### config.mk
export PLATFORM = sky130hd
export DESIGN_NAME = affine_tap_window
export DESIGN_NICKNAME = d
export VERILOG_FILES = /design/src/rtl/affine_tap_window.sv
export SDC_FILE = /design/constraint.sdc
export NUM_CORES = 1
export LEC_CHECK = 0
export BUFFER_PORTS_ARGS = -buffer_cell sky130_fd_sc_hd__buf_2
export CAP_MARGIN = 10
export CORE_ASPECT_RATIO = 0.75
export CORE_MARGIN = 2
export CORE_UTILIZATION = 50
export CTS_CLUSTER_DIAMETER = 80
export CTS_CLUSTER_SIZE = 10
export DETAILED_ROUTE_END_ITERATION = 16
export MAX_ROUTING_LAYER = met4
export PLACE_DENSITY = 0.73
export SYNTH_ARGS = -nofsm -noshare
export SYNTH_HDL_FRONTEND = slang
export SYNTH_SLANG_ARGS = --single-unit
### constraint.sdc
create_clock -name clk -period 8.55 [get_ports clk]
set_clock_uncertainty 0.2 [all_clocks]
set_input_delay 0.4275 -clock clk [delete_from_list [all_inputs] [get_ports clk]]
set_output_delay 0.4275 -clock clk [all_outputs]
set_load 0.005 [all_outputs]
### src/rtl/affine_tap_window.sv
// affine_tap_window: builds a sliding 6-sample window over a row of reference
// samples and presents each full window as six registered tap operands for the
// affine interpolation multiplier blocks (out_tapk feeds the tap-k MCM X input).
// Optional feature macro: AFFINE_TAP_ERRCNT_EN adds a saturating 8-bit
// row-error counter on port err_cnt.

module affine_tap_window #(
    parameter int DATA_W  = 32,
    parameter int ROW_LEN = 9
) (
    input  logic              clk,
    input  logic              rst,
    input  logic              in_valid,
    output logic              in_ready,
    input  logic [DATA_W-1:0] in_data,
    input  logic              in_last,
    output logic              out_valid,
    input  logic              out_ready,
    output logic [DATA_W-1:0] out_tap0,
    output logic [DATA_W-1:0] out_tap1,
    output logic [DATA_W-1:0] out_tap2,
    output logic [DATA_W-1:0] out_tap3,
    output logic [DATA_W-1:0] out_tap4,
    output logic [DATA_W-1:0] out_tap5,
    output logic              out_last,
`ifdef AFFINE_TAP_ERRCNT_EN
    output logic [7:0]        err_cnt,
`endif
    output logic              row_err
);

    // Index of the final sample position in a row.
    localparam logic [7:0] LAST_IDX = 8'(ROW_LEN - 1);
    // First index at which five older samples are available.
    localparam logic [7:0] FULL_IDX = 8'd5;

    logic [7:0]        idx_r;
    logic [DATA_W-1:0] hist_r [5];   // hist_r[4] newest accepted sample
    logic [DATA_W-1:0] tap_r  [6];
    logic              out_valid_r;
    logic              out_last_r;
    logic              row_err_r;

    logic              in_ready_s;
    logic              accept_s;
    logic              at_end_s;
    logic              end_s;
    logic              emit_s;
    logic              err_s;

    // Handshake decode: accept, end-of-row, window emit and row-length check.
    always_comb begin
        in_ready_s = 1'b0;
        accept_s   = 1'b0;
        at_end_s   = 1'b0;
        end_s      = 1'b0;
        emit_s     = 1'b0;
        err_s      = 1'b0;
        in_ready_s = (!out_valid_r) || out_ready;
        accept_s   = in_valid && in_ready_s;
        at_end_s   = (idx_r == LAST_IDX);
        if (accept_s) begin
            end_s  = in_last || at_end_s;
            emit_s = (idx_r >= FULL_IDX);
            err_s  = (in_last != at_end_s);
        end else begin
            end_s  = 1'b0;
            emit_s = 1'b0;
            err_s  = 1'b0;
        end
    end

    // Sample history, row index, output window register and error pulse.
    always_ff @(posedge clk) begin
        if (rst) begin
            idx_r       <= 8'd0;
            out_valid_r <= 1'b0;
            out_last_r  <= 1'b0;
            row_err_r   <= 1'b0;
            for (int i = 0; i < 5; i++) begin
                hist_r[i] <= {DATA_W{1'b0}};
            end
            for (int i = 0; i < 6; i++) begin
                tap_r[i] <= {DATA_W{1'b0}};
            end
        end else begin
            row_err_r <= err_s;
            if (accept_s) begin
                for (int i = 0; i < 4; i++) begin
                    hist_r[i] <= hist_r[i+1];
                end
                hist_r[4] <= in_data;
                // A closed row restarts at index 0 so old history never reaches a window.
                idx_r <= end_s ? 8'd0 : (idx_r + 8'd1);
            end else begin
                idx_r <= idx_r;
            end
            if (emit_s) begin
                for (int i = 0; i < 5; i++) begin
                    tap_r[i] <= hist_r[i];
                end
                tap_r[5]    <= in_data;
                out_last_r  <= end_s;
                out_valid_r <= 1'b1;
            end else if (out_ready) begin
                out_valid_r <= 1'b0;
            end else begin
                out_valid_r <= out_valid_r;
            end
        end
    end

`ifdef AFFINE_TAP_ERRCNT_EN
    logic [7:0] err_cnt_r;

    // Saturating count of row-length violations, cleared only by reset.
    always_ff @(posedge clk) begin
        if (rst) begin
            err_cnt_r <= 8'd0;
        end else if (row_err_r && (err_cnt_r != 8'hFF)) begin
            err_cnt_r <= err_cnt_r + 8'd1;
        end else begin
            err_cnt_r <= err_cnt_r;
        end
    end

    assign err_cnt = err_cnt_r;
`endif

    assign in_ready  = in_ready_s;
    assign out_valid = out_valid_r;
    assign out_last  = out_last_r;
    assign row_err   = row_err_r;
    assign out_tap0  = tap_r[0];
    assign out_tap1  = tap_r[1];
    assign out_tap2  = tap_r[2];
    assign out_tap3  = tap_r[3];
    assign out_tap4  = tap_r[4];
    assign out_tap5  = tap_r[5];

endmodule

# == Yosys cells after proc, flatten, opt, wreduce, memory -nomap -nowiden ==
# Memory sizes are Yosys's and may differ from the RTL's.
# Cells that the tools add are included.
# op_classes
add_sub_neg,1
magnitude_cmp,1
eq_ne,2
muxes,24
n_bitwise,12
reduce_logical,6
# op_table
operator,count
$mux 32,11
$mux 1,12
$or 1x1->1,11
$add 8x1->8 const B,1
$eq 8x4->1 const B,1
$ge 8x3->1 const B,1
$mux 8,1
$logic_or 1x1->1,2
$reduce_bool 2->1,1
$reduce_or 2->1,1
$logic_and 1x1->1,1
$logic_not 1->1,1
$ne 1x1->1,1
$not 1->1,1
# totals
ff_bits,11
ram_bits,352
input_bits,37
out_inout_bits,196
word_cells,52
mem_count,2
# memory_table
memory,depth,word_bits,rd,rd_ports_with_merged_regs,write_ports,line,text
tap_r,6,32,6,0,6,39,logic [DATA_W-1:0] tap_r [6];
hist_r,5,32,5,0,5,38,logic [DATA_W-1:0] hist_r [5];

# == Depth between registers and ports, before layout ==
# Gate-level depths: netlist (run 1).
# logic_depth
depth_word,8
depth_mapped,7
depth_no_buf,6

# == Worst setup path after synthesis (run 1) ==
# No wires, ideal clock.
# synth_timing
path_type,flip-flop to flip-flop
start,register idx_r[0]
end,memory tap_r[0][0] (enable)
setup_ps,566
t_arrival_ps,5457
required_ps,7784
path_slack_ps,2326
path_stages_with_launch,8
path_buffers,1
synth_period_minus_slack_ps,6224
cell_sequence,dfxtp_1 -> inv_1 -> ha_1 -> nor2b_1 -> o211ai_4 -> buf_6 -> nor2b_4 -> or2_1
# synth_rtl
element,line,text
from (decl),37,logic [7:0] idx_r;
from (signal assigned),94,idx_r <= end_s ? 8'd0 : (idx_r + 8'd1);
from (signal assigned),96,idx_r <= idx_r;
to (decl),39,

==> results of run 1 <==
==> power breakdown <==
part	internal, mW	leakage [nW]	switching, mW
registers	2.04	3.84	0.0312
clock network	0.896	0.547	0.622
logic	0.0485	2.86	0.0858
==> routing by layer <==
metal  up-vias  track usage (%)
li1       3511                -
met2       230            25.25
met5         -                -
met1      3415            25.95
met3        51            4.677
met4         0            6.402
==> cell type report <==
type	instances	area [µm²]
Clock buffer	50	1102
Antenna cell	2	5.005
Multi-Input combinational cell	400	2641
Clock inverter	2	17.52
Inverter	5	18.77
Timing Repair Buffer	253	1381
Tap cell	351	439.2
Sequential cell	363	10790
Fill cell	1998	10670
==> path summary, 6_finish.rpt <==
| check | startpoint | endpoint | slack, ns | depth (start not counted) |
|---|---|---|---|---|
| min reg2reg | idx_r[1] | idx_r[1] | 0.31 | 2 |
| max reg2reg | out_valid | hist_r[0][22] | 5.16 | 5 |
| max | out_valid | hist_r[0][22] | 5.16 | 5 |
| min | in_data[11] | hist_r[0][139] | 0.02 | 2 |
==> metrics by stage <==
step                setup WS (ns)  instance area, µm²  hold WS (ns)  power [mW]  std cells
floorplan                   2.326               13800        0.2513       2.171        830
global placement            4.949               15120        0.2801       2.231       1357
detailed placement          4.856               15120        0.2938       2.236       1357
CTS                         5.084               16390      0.001359       3.763       1424
global route                4.882               16400       0.01436       3.851       1426
finish                      5.155               16400       0.02146       3.721       1426
==> timing repair <==
| item | CTS | global route |
|---|---|---|
| hold buffers | 15 | 0 |
| hold endpoints to repair | 17 | 0 |
| setup endpoints to repair | 0 | 0 |
==> registers in the layout, summed over array words and instances (netlist names) <==
signal,flops
tap_r,192
out_last,1
idx_r,8
out_valid,1
hist_r,160
row_err,1
==> cells in the mapped netlist, drive strengths merged <==
library cell,instances
or2,1
nor2,8
and4,2
o211ai,1
nand2,3
nor2b,2
a21oi,2
xor2,4
nand2b,2
xnor2,3
a31oi,1
a211oi,1
nor4,1
inv,5
nand4,6
and2,163
buf,28
clkbuf,34
o21bai,1
edfxtp,352
nand3,2
and3,193
dfxtp,11
ha,4
==> cells by family (layout without fill, tap and decap cells) <==
group | after synthesis | after routing | share of synthesized area (%)
xor gates and xnor gates | 7 | 7 | 0.4444
DFF | 363 | 363 | 78.21
buffers and inverters | 67 | 310 | 2.775
and+or+nand+nor | 383 | 383 | 17.79
AOI/OAI and AO/OA | 6 | 6 | 0.4172
adders and majority gates | 4 | 4 | 0.3628
other | 0 | 2 | 0
==> critical path: cells and delay by family, from the launching register on <==
kind | cells | cell delay [ns]
flip-flops | 1 | 0.31
AND/OR/NAND/NOR | 3 | 0.96
buffers and inverters | 2 | 1.48
==> results.yml, run 1 <==
outcome:
  outcome: "completed"
drt:
  num_vias: 7207
  route.met3.wl_um: 1768
  wl_per_cell_um: 17.77
  wirelength_met1_um: 11850
  wirelength_um: 25350
  drt_pre_antenna_iters: 4
  ant_nets: 0
  wl_met2_um: 10980
  drt-initial-drc-count: 539
  drc: 0
  routed_via_density: 5.054
  maxUsedRoutingLayer: "met4"
placed_design:
  portBuffers: 232
  hpwl_um: 14830
  place_congestion: 0.8129
final_layout:
  drive_gt1_share_pct: 31.13
  syn_to_final_growth_pct: 18.84
  final_cell_mix: "edfxtp_1 (352), buf_2 (232), and2_1 (162)"
  nets: 1106
  final_common_cell: "edfxtp_1"
  utilization_pct: 60.58
floorplan:
  pin_count: 233
  row_count: 52
  dieArea_mm2: 0.02895
  die_x_um: 195.8
  die_h_um: 147.9
  initial_core_util_pct: 50.98
  design.core.area_mm2: 0.02707
critical_path:
  cpMostUsedCell: "buf_4"
  critPathKind: "reg -> reg"
  critPathRequiredTime_ns: 8.48
  path_cells: "nand2b_1, nand2_4, nand2b_4, buf_4, buf_4"
  worst-path-max-fanout: 67
  cp-end-kind: "register"
  start_kind: "register"
  critPathMaxStageDelay_ns: 0.79
  slowest_stage: "buf_4"
  worstPathArrival_ns: 3.33
timing:
  fmax_mhz: 294.6
  tightest_slew_ns: 1.140
  finalHoldViolations: 0
  setup_tns_ns: 0
  maxSlewViolCount: 0
  min_period_ns: 3.395
  rsz0062_at_grt: "false"
  slew_headroom_pct: 23.98
  finalSetupViolCount: 0
  period_share_pct: 39.71
grt:
  grt_use_total_pct: 18.11
  grt_max_degree: 311
  grt_overflow: 0
  grt_pass1_wl_um: 39720
  antenna_found_initial: 2
  grt_pass1_vias: 7229
clock_network:
  clock-sinks: 363
  tritoncts: "done"
  cts_max_level: 2
  post_cts.repair.setup_buffers: 0
  cts_root_buf: "clkbuf_16"
  clk_latency_ns: 0.51
  post_cts_resized: 0
  clock_path_buffers: 3
  cts_made_buffers: 42
  clk_pin_slew_ns: 0.05
synth:
  synth_largest_area_cell: "edfxtp_1"
  yosysSeqAreaShare_pct: 78.21
  ys_types: 32
  synth.area.top_cells: "edfxtp_1 (77%), and2_1 (7.3%), and3_1 (6.9%)"
  yosys_register_bits: 363
  syn_inst: 830
  ys_warn_count: 0
  yosysTopAreaCellShare_pct: 76.61
  syn_area_mm2: 0.01380
  syn_area_per_cell_um2: 16.62
  syn-num-nets: 871
power_and_ir_drop:
  power_density_mw_per_mm2: 226.9
  ir_drop_uv: 131.9
  leakage_nw: 7.246
run:
  maxCapViolations: 0
worst_hold_path:
  worstHoldPathType: "in -> reg"
Power figures use the tool's default switching activity.
==> run 2: changes to the inputs <==
==> constraint.sdc (replaced) <==
create_clock -name clk -period 3.2 [get_ports clk]
set_clock_uncertainty 0.2 [all_clocks]
set_input_delay 0.16 -clock clk [delete_from_list [all_inputs] [get_ports clk]]
set_output_delay 0.16 -clock clk [all_outputs]
set_load 0.005 [all_outputs]
==> run 2 against run 1 <==
Compared with the run above: cell count up 1.9%; sequential cell count unchanged; critical path depth grew 3; hold slack gained 0.14 ns; via count is 3.1% higher; sequential share of layout area fell by 1.3 points; sequential power grew to 2.7 times the previous value; final area up 2.0%; global-route usage grew 0.70 points; register-to-register slack got worse by 4.6 ns; clock-buffer cell count unchanged; highest routed layer unchanged.
==> results.yml, run 2 (same netlist as run 1, synthesis figures left out) <==
timing:
  rsz0062_at_grt: "false"
  fmax_mhz: 381.6
  min_period_ns: 2.621
  slew_headroom_pct: 53.55
  finalHoldViolations: 0
  tightest_slew_ns: 0.6968
  finalSetupViolCount: 0
  maxSlewViolCount: 0
  period_share_pct: 81.89
critical_path:
  critPathKind: "reg -> reg"
  path_cells: "inv_2, ha_4, nor2b_4, o211ai_4, buf_12, a31oi_1, a211oi_2, dlygate4sd3_1"
  slowest_stage: "dlygate4sd3_1"
  worst-path-max-fanout: 194
  critPathRequiredTime_ns: 3.46
  critPathMaxStageDelay_ns: 0.56
  critPathBufInv: 3
  worstPathArrival_ns: 2.88
  cp-end-kind: "register"
  cp_top_family: "buffers and inverters"
  start_kind: "register"
grt:
  grt_pass1_wl_um: 41130
  antenna_found_initial: 1
  grt_overflow: 0
  grt_pass1_vias: 7335
  grt_use_total_pct: 18.81
  grt_max_degree: 195
final_layout:
  syn_to_final_growth_pct: 21.27
  post-route-cell-area_mm2: 0.01673
  multi_input_area_mm2: 0.002661
  final_cell_mix: "edfxtp_1 (352), buf_2 (232), and2_1 (162)"
  final_common_cell: "edfxtp_1"
  largest_register_ffs: 192
  reg_top3: "tap_r: 192 flops, hist_r: 160 flops, idx_r: 8 flops"
  regMostFlops: "tap_r"
  nFillCells: 1968
  drive_gt1_share_pct: 31.43
  final_cells: 1453
  nets: 1134
  ff_latch_area_mm2: 0.01079
  utilization_pct: 61.82
drt:
  wl_per_cell_um: 18.10
  routed_via_density: 5.111
  num_vias: 7427
  wirelength_um: 26290
  ant_nets: 0
  drt_pre_antenna_iters: 5
  drc: 0
  drt-initial-drc-count: 572
clock_network:
  clk_latency_ns: 0.52
  cts_max_level: 2
  cts_hold_buf: 37
  clock_path_buffers: 3
  post_cts.repair.setup_buffers: 0
  clock-sinks: 363
  cts_made_buffers: 42
  cts_root_buf: "clkbuf_16"
  clk_pin_slew_ns: 0.06
  tritoncts: "done"
  post_cts_resized: 0
placed_design:
  portBuffers: 232
  hpwl_um: 15400
  place_congestion: 0.7989
  dp_cells: 1363
  place_area_mm2: 0.01524
floorplan:
  row_count: 52
  design.core.area_mm2: 0.02707
  initial_core_util_pct: 50.98
  die_x_um: 195.8
  die_h_um: 147.9
  dieArea_mm2: 0.02895
  pin_count: 233
run:
  maxCapViolations: 0
outcome:
  outcome: "completed"
power_and_ir_drop:
  power_density_mw_per_mm2: 597.3
  leakage_nw: 7.398
  ir_drop_uv: 384.0
worst_hold_path:
  worstHoldPathType: "in -> reg"
-- run 2: worst paths after layout --
kind | from | end | slack, ns | depth (start not counted)
worst max-delay path | idx_r[0] | out_last | 0.58 | 8
worst min-delay path | out_ready | out_valid | 0.16 | 3
worst max register to register | idx_r[0] | out_last | 0.58 | 8
worst min register to register | idx_r[1] | idx_r[1] | 0.29 | 2
-- run 2: routing by layer --
layer,vias to the layer above,share of wire (%),global-route usage [%]
met5,-,0,-
met4,0,1.8,4.773
met3,43,7.1,4.540
met2,239,45,27.19
met1,3587,46,27.07
li1,3558,-,-
-- run 2: cell type report --
type | instances | share of cell area (%)
clock buffers | 50 | 6.588
diodes | 1 | 0.01496
repair buffers | 281 | 10.14
multi-input cells | 400 | 15.91
well taps | 351 | 2.625
clock inverters | 2 | 0.1047
inverters | 5 | 0.1122
flip-flops and latches | 363 | 64.51
-- run 2: power by group --
| group | switching [mW] | leakage, nW | internal, mW |
|---|---|---|---|
| sequential | 0.0844 | 3.84 | 5.44 |
| clock | 1.68 | 0.547 | 2.39 |
| combinational | 0.240 | 3.01 | 0.160 |
| total | 2.00 | 7.40 | 7.99 |
-- run 2: through the flow --
stage	setup slack [ns]	power, mW	setup TNS [ns]	hold slack (ns)
6_report	0.5794	9.993	0	0.1639
5_1_grt	0.3806	10.35	0	0.1969
4_1_cts	0.5464	10.10	0	0.05610
3_5_place_dp	0.6652	5.990	0	0.2519
3_3_place_gp	0.7695	5.975	0	0.2444
2_1_floorplan	-0.02817	5.781	-5.408	0.02165
-- run 2: tightest hold or removal path, stage by stage --
cell and delay (ns):
buf_2 0.08, nand2b_1 0.42, a21oi_1 0.15
